--- src/rtl/std_fp_mult_arbiter.sv ---
// Round-robin arbiter sharing one pipelined fixed-point multiplier among NUM_REQ requesters.
// Define STD_FP_MULT_ARB_TIMEOUT_EN to add a mul_done watchdog that reports resp_err.
module std_fp_mult_arbiter #(
    parameter int WIDTH   = 32,
    parameter int NUM_REQ = 4,
    parameter int ID_W    = 2,
    parameter int TIMEOUT = 15
) (
    input  logic                     clk,
    input  logic                     reset,
    input  logic [NUM_REQ-1:0]       req_valid,
    input  logic [NUM_REQ*WIDTH-1:0] req_left,
    input  logic [NUM_REQ*WIDTH-1:0] req_right,
    output logic [NUM_REQ-1:0]       req_ready,
    output logic                     resp_valid,
    input  logic                     resp_ready,
    output logic [WIDTH-1:0]         resp_data,
    output logic [ID_W-1:0]          resp_id,
    output logic                     resp_err,
    output logic [WIDTH-1:0]         mul_left,
    output logic [WIDTH-1:0]         mul_right,
    output logic                     mul_go,
    input  logic                     mul_done,
    input  logic [WIDTH-1:0]         mul_out
);

    typedef enum logic [1:0] {IDLE, BUSY, RESP} state_t;

    state_t          state, state_n;
    logic [ID_W-1:0] ptr, id_q, gnt, ptr_n;
    logic [ID_W:0]   idx;
    logic            any, take, fin, tmo;

    if (ID_W != $clog2(NUM_REQ) || NUM_REQ < 2 || TIMEOUT < 1) begin : g_bad_cfg
        $error("std_fp_mult_arbiter: inconsistent parameters");
    end

    // first requester at or after ptr, wrapping
    always_comb begin
        any = 1'b0;
        gnt = '0;
        idx = '0;
        for (int i = 0; i < NUM_REQ; i++) begin
            idx = {1'b0, ptr} + (ID_W+1)'(i);
            if (idx >= (ID_W+1)'(NUM_REQ))
                idx = idx - (ID_W+1)'(NUM_REQ);
            if (!any && req_valid[idx[ID_W-1:0]]) begin
                any = 1'b1;
                gnt = idx[ID_W-1:0];
            end
        end
    end

    assign ptr_n = (gnt == ID_W'(NUM_REQ-1)) ? '0 : gnt + 1'b1;

    always_ff @(posedge clk or negedge reset) begin
        if (!reset) state <= IDLE;
        else        state <= state_n;
    end

    always_comb begin
        state_n    = state;
        req_ready  = '0;
        mul_go     = 1'b0;
        resp_valid = 1'b0;
        take       = 1'b0;
        fin        = 1'b0;
        unique case (state)
            IDLE: begin
                if (any) begin
                    req_ready[gnt] = 1'b1;
                    take           = 1'b1;
                    state_n        = BUSY;
                end
            end
            BUSY: begin
                mul_go = 1'b1;
                if (mul_done || tmo) begin
                    fin     = 1'b1;
                    state_n = RESP;
                end
            end
            RESP: begin
                resp_valid = 1'b1;
                if (resp_ready) state_n = IDLE;
            end
            default: state_n = IDLE;
        endcase
    end

    always_ff @(posedge clk or negedge reset) begin
        if (!reset) begin
            mul_left  <= '0;
            mul_right <= '0;
            id_q      <= '0;
            ptr       <= '0;
            resp_data <= '0;
            resp_id   <= '0;
        end else begin
            if (take) begin
                mul_left  <= req_left[gnt*WIDTH +: WIDTH];
                mul_right <= req_right[gnt*WIDTH +: WIDTH];
                id_q      <= gnt;
                ptr       <= ptr_n;
            end
            if (fin) begin
                resp_data <= tmo ? '0 : mul_out;
                resp_id   <= id_q;
            end
        end
    end

`ifdef STD_FP_MULT_ARB_TIMEOUT_EN
    localparam int TW = ($clog2(TIMEOUT+1) > 4) ? $clog2(TIMEOUT+1) : 4;

    logic [TW-1:0] tcnt;
    logic          err_q;

    always_ff @(posedge clk or negedge reset) begin
        if (!reset)              tcnt <= '0;
        else if (take)           tcnt <= '0;
        else if (state == BUSY)  tcnt <= tcnt + 1'b1;
    end

    // tcnt is 0 in the first BUSY cycle, so this fires at the end of cycle TIMEOUT
    assign tmo = (state == BUSY) && !mul_done && (tcnt == TW'(TIMEOUT-1));

    always_ff @(posedge clk or negedge reset) begin
        if (!reset)                        err_q <= 1'b0;
        else if (fin)                      err_q <= tmo;
        else if (resp_valid && resp_ready) err_q <= 1'b0;
    end

    assign resp_err = err_q;
`else
    assign tmo      = 1'b0;
    assign resp_err = 1'b0;
`endif

endmodule

--- config.mk ---
export PLATFORM = sky130hd
export DESIGN_NAME = std_fp_mult_arbiter
export DESIGN_NICKNAME = d
export VERILOG_FILES = /design/src/rtl/std_fp_mult_arbiter.sv
export SDC_FILE = /design/constraint.sdc
export NUM_CORES = 1
export LEC_CHECK = 0
export ABC_AREA = 1
export CORE_AREA = 2 2 155 157
export DETAILED_ROUTE_END_ITERATION = 8
export DIE_AREA = 0 0 157 159
export GPL_ROUTABILITY_DRIVEN = 0
export PLACE_DENSITY = 0.79
export SYNTH_ARGS = -nofsm -noshare
export SYNTH_HDL_FRONTEND = slang
export SYNTH_SLANG_ARGS = --single-unit
--- constraint.sdc ---
create_clock -name clk -period 4.2 [get_ports clk]
set_clock_uncertainty 0.2 [all_clocks]
set_input_delay 0.84 -clock clk [delete_from_list [all_inputs] [get_ports clk]]
set_output_delay 0.84 -clock clk [all_outputs]
set_load 0.01 [all_outputs]
==> impl_metrics.tcl, run 1 <==
set metrics [dict create \
    drt_pass1_iterations 5 \
    io_buffers 399 \
    synth.avg_cell_area_sq_um 6.45 \
    grt_first_pass_wirelength_microns 41100 \
    cp.required_ns 3.16 \
    synth_top_area_share 0.360 \
    core-area_sq_mm 0.0232 \
    clock-sinks 104 \
    irDropWorstVdd_uv 783 \
    syn_inst 1123 \
    regToRegEndpoint "mul_right[8]" \
    vias 8220 \
    clk_path_buf_depth 2 \
    synthSimpleGateAreaFrac 0.399 \
    cp-start-kind "primary input" \
    fin_setup_tns_ns 0 \
    layout_min_cycle_time_ns 3.99 \
    die_h_microns 159 \
    synth_fa_ha_area_frac 0.00346 \
    yosys-top-cells-count "nand2_1, inv_1, nand3_1, dfrtp_1" \
    numCtsBuffers 9 \
    grt_antenna_before_repair 0 \
    cts_hold_buffers 0 \
    clkTransAtPathRegs_ns 0.08 \
    synth_edf_count 0 \
    dieArea_sq_mm 0.0250 \
    drive_above_1_share 0.0537 \
    fmax_mhz 251 \
    ys_ff_latch 104 \
    die_x_microns 157 \
    ios 401 \
    dp_hpwl_microns 19100 \
    tritoncts "yes" \
    power_density_mw_per_mm2 800 \
    yosys.cell_types.count 27 \
    antenna_left 0 \
    hp-start "mul_left[8]" \
    wl_per_cell_microns 14.2 \
    rsz0062_at_grt "false" \
    min_path_cells 2 \
    maxSlewViolCount 0 \
    areaGrowthSynthToFinish_pct 61.8 \
    synth-warning-count 0 \
    grt_pass1_vias 8251 \
    status "finished, final reports clean" \
    end_kind "output port" \
    synth.most_common_cell "nand2_1" \
    viasPerCell 4.55 \
    synth_nets 1421 \
    ff2ff_path_depth 13 \
    track_usage 0.206 \
    fin_util 0.505 \
    hold_end "mul_left[8]" \
    worst-path-max-fanout 4 \
    arrival_ns 2.95 \
    yosys-top-cells-area "dfrtp_1, nand2_1, nand3_1, inv_1, mux2_2" \
    fin_nets 1782 \
    maxCapViolCount 0 \
    hp-class "reg -> reg" \
    synth_xor_area_frac 0 \
    fillers 2196 \
    reg2reg_slack_ns 0.87 \
    critical_path_class "in -> out" \
    synthFlopType "dfrtp_1" \
    worstSkewPairLatency_ns 0.35 \
    routed_wl_microns 25700 \
    synthMuxAreaShare 0.0498 \
    power_uw 9370 \
    grt.overflow.total 0 \
    synth_compound_area_frac 0.00761 \
    min_period_over_period 0.949 \
    setup_viol 0 \
    row_count 56 \
    synth_seq_area_share 0.360 \
    tightest_slew_ns 1.05 \
    hold_viol_final 0 \
    synthesis.area_sq_mm 0.00724 \
    async_reset_ff_frac 1.00 \
    holdWs_ns 0.283 \
    remaining_drc_errors 0 \
    p_leak_uw 0.00615 \
    grt_max_degree 98 \
    h-tree-depth 3 \
    start_util 0.312 \
    cts-root-buf "clkbuf_16" \
    synth_top_family_by_area "simple AND/OR/NAND/NOR gates" \
    rr_startpoint "ptr[0]" \
    slew_headroom 0.296 \
    yosysTopAreaCell "dfrtp_1" \
    diodes 0 \
    first_iter_violations 602 \
]
-- state kept, by name (all words and copies together), names as in the netlist --
signal	cells
id_q	2
mul_left	32
mul_right	32
ptr	2
resp_data	32
resp_id	2
state	2
-- metal layers --
metal	GRT usage	up-vias	share of wire
met3	0.0444	68	0.074
li1	-	4090	-
met1	0.232	3711	0.39
met5	0	-	0
met2	0.365	351	0.50
met4	0.102	0	0.040
-- per-stage QoR --
step | instances | setup WS [ns] | instance area [sq um]
floorplan | 1123 | 1.02 | 7240
global placement | 1790 | 0.273 | 11400
detailed placement | 1790 | 0.164 | 11400
CTS | 1806 | 0.159 | 11700
global route | 1808 | 0.0351 | 11700
finish | 1808 | 0.214 | 11700
-- layout by cell type, fill, tap and decap left out, types with 3 or more instances in the layout --
cell type and count:
clkbuf_16 9, mux2_2 32, o21ai_0 5, inv_1 244, buf_4 16, nor2_1 9, inv_2 4, or2_1 15
clkdlybuf4s50_1 396, nand3_1 238, nor2_4 3, dfrtp_1 104, nand2_2 3, nand2_1 377, or2_0 8
-- kinds of logic after synthesis --
group	Yosys count
AOI/OAI and AO/OA	10
adders and majority gates	2
buffers and inverters	314
DFF	104
muxes	32
other	1
and+or+nand+nor	660
-- worst max-delay path: stages --
cell and delay [ns]:
clkdlybuf4s50_1 0.51, inv_1 0.07, nand2_1 0.11, nand3_1 0.09, nand2_1 0.12, inv_1 0.08
nand4_1 0.14, nand3_2 0.13, buf_4 0.16, nor2_1 0.14, clkdlybuf4s50_1 0.56
-- worst max path at each step --
stage,to,slack [ns],from
after floorplan,req_ready[2],1.02,req_valid[3]
after global placement,req_ready[3],0.27,req_valid[3]
after detailed placement,req_ready[3],0.16,req_valid[1]
after CTS,req_ready[3],0.16,req_valid[1]
after global routing,req_ready[1],0.04,req_valid[0]
final,req_ready[1],0.21,req_valid[0]
-- cell type report --
type                    instances  area, sq um  area share
multi-input cells             705         3340       0.285
clock inverters                 7         81.3     0.00694
repair buffers                415         4130       0.352
flip-flops and latches        104         2600       0.222
clock buffers                   9          225      0.0192
inverters                     249          935      0.0798
well taps                     319          399      0.0341
-- power breakdown --
part	switching, uW	internal (uW)	total [uW]	leakage (uW)
Clock	461	427	888	0.000150
Combinational	3950	2700	6640	0.00474
Sequential	284	1550	1840	0.00126
Total	4690	4680	9370	0.00615
-- timing repair --
item	4_1_cts	5_1_grt
setup buffers	0	2
endpoints found under the setup margin	0	2
resized for setup	0	3
Power figures use the tool's default switching activity.
==> inputs of run 2 (changes only) <==
--- a/config.mk
+++ b/config.mk
@@ -6,11 +6,12 @@
 export NUM_CORES = 1
 export LEC_CHECK = 0
 export ABC_AREA = 1
-export CORE_AREA = 2 2 155 157
+export CORE_AREA = 5 5 153 155
 export DETAILED_ROUTE_END_ITERATION = 8
-export DIE_AREA = 0 0 157 159
+export DIE_AREA = 0 0 158 160
 export GPL_ROUTABILITY_DRIVEN = 0
-export PLACE_DENSITY = 0.79
+export PLACE_DENSITY = 0.83
+export SLEW_MARGIN = 5
 export SYNTH_ARGS = -nofsm -noshare
 export SYNTH_HDL_FRONTEND = slang
 export SYNTH_SLANG_ARGS = --single-unit
==> run 2 against run 1 <==
Against the previous run:
- wire length increased by 2.7%
- global-route usage decreased by 0.71 points
- clock power about the same
==> impl_metrics.tcl, run 2 (synthesized netlist as in run 1, its figures left out) <==
set metrics [dict create \
    cts-root-buf "clkbuf_16" \
    hold_viol_final 0 \
    vias 8240 \
    diodes 0 \
    drive_above_1_share 0.0518 \
    dr.max_layer_used "met4" \
    fin_ws_ns 0.116 \
    fin_setup_tns_ns 0 \
    ios 401 \
    track_usage 0.199 \
    fillers 1995 \
    worst-path-max-fanout 6 \
    viasPerCell 4.66 \
    core-area_sq_mm 0.0217 \
    io_buffers 399 \
    grt_first_pass_wirelength_microns 40900 \
    slew_headroom 0.278 \
    met3WireLength_microns 2360 \
    start_util 0.334 \
    layout_min_cycle_time_ns 4.08 \
    min_path_cells 2 \
    hp-class "reg -> reg" \
    worstSkewPairLatency_ns 0.35 \
    dp_hpwl_microns 20100 \
    grt_pass1_vias 7949 \
    multi_input_area_sq_mm 0.00334 \
    status "finished, final reports clean" \
    place_ws_ns 0.126 \
    clk_path_buf_depth 2 \
    first_iter_violations 577 \
    cp.required_ns 3.16 \
    maxCapViolCount 0 \
    layout_common_cells "clkdlybuf4s50_1, nand2_1, inv_1" \
    h-tree-depth 3 \
    irDropWorstVdd_uv 741 \
    remaining_drc_errors 0 \
    row_count 54 \
    cts_setup_buffers 0 \
    grt_antenna_before_repair 0 \
    grt_max_degree 98 \
    critical_path_class "in -> out" \
    maxSlewViolCount 0 \
    p_leak_uw 0.00612 \
    wl_per_cell_microns 15.0 \
    cp-start-kind "primary input" \
    fmax_mhz 245 \
    drt_pass1_iterations 5 \
    top_regs "mul_left: 32 flops, mul_right: 32 flops, resp_data: 32 flops" \
    rsz0062_at_grt "false" \
    end_kind "output port" \
    routed_wl_microns 26400 \
    antenna_left 0 \
    clkTransAtPathRegs_ns 0.08 \
    tritoncts "yes" \
    final_common_cell "clkdlybuf4s50_1" \
    holdWs_ns 0.280 \
    drt-met1-wl_microns 10000 \
    seqCellArea_sq_mm 0.00260 \
    die_x_microns 158 \
    stdcell_count 1767 \
    ff2ff_path_depth 12 \
    wl_met2_microns 13100 \
    fin_nets 1780 \
    dieArea_sq_mm 0.0253 \
    arrival_ns 3.04 \
    tightest_slew_ns 1.08 \
    numCtsBuffers 9 \
    clock-sinks 104 \
    min_period_over_period 0.972 \
    setup_viol 0 \
    areaGrowthSynthToFinish_pct 61.0 \
    power_density_mw_per_mm2 800 \
    grt.overflow.total 0 \
    die_h_microns 160 \
    placedCellCount 1751 \
]
==> run 2: power breakdown <==
group / switching, uW / internal (uW)
Sequential: 287 / 1550
Clock: 456 / 435
Combinational: 3930 / 2660
Total: 4680 / 4640
==> run 2: cell type report <==
type / instances / area share
inverters: 249 / 0.0802
repair buffers: 413 / 0.353
well taps: 280 / 0.0301
clock buffers: 9 / 0.0193
multi-input cells: 705 / 0.287
flip-flops and latches: 104 / 0.223
clock inverters: 7 / 0.00762
==> run 2: worst paths after layout <==
kind / from / endpoint / slack [ns]
worst max-delay path: req_valid[0] / req_ready[2] / 0.12
worst min-delay path: mul_right[22] / mul_right[22] / 0.28
worst max register to register: ptr[0] / mul_left[4] / 0.94
worst min register to register: mul_right[22] / mul_right[22] / 0.28
max in group asynchronous: reset / resp_data[17] / 2.71
min in group asynchronous: reset / resp_data[18] / 0.35
==> run 2: repair_timing <==
action	4_1_cts	5_1_grt
endpoints found under the hold margin	0	0
hold buffers	0	0
gates resized for setup	0	2
endpoints found under the setup margin	0	1
==> run 2: per-stage QoR <==
step / cell area [sq um] / total power (uW) / utilization
after CTS: 11600 / 9420 / 0.537
after floorplan: 7240 / 6210 / -
final: 11700 / 9320 / 0.537
after global routing: 11700 / 10200 / 0.537
after global placement: 11300 / 8300 / 0.522
after detailed placement: 11300 / 8480 / 0.522
==> run 2: worst max-delay path: stages <==
cell and delay [ns]:
clkdlybuf4s50_1 0.44, inv_1 0.10, nand2_1 0.09, nand3_1 0.14
nand2_2 0.11, nor2_4 0.14, nand4_1 0.18, nand3_4 0.16
ha_1 0.15, inv_1 0.04, nor2_1 0.09, clkdlybuf4s50_1 0.57
==> run 2: per-layer routing <==
layer | global-route usage | vias to the layer above
met4 | 0.0725 | 0
met3 | 0.0449 | 62
met1 | 0.231 | 3731
li1 | - | 4083
met5 | 0 | -
met2 | 0.356 | 364
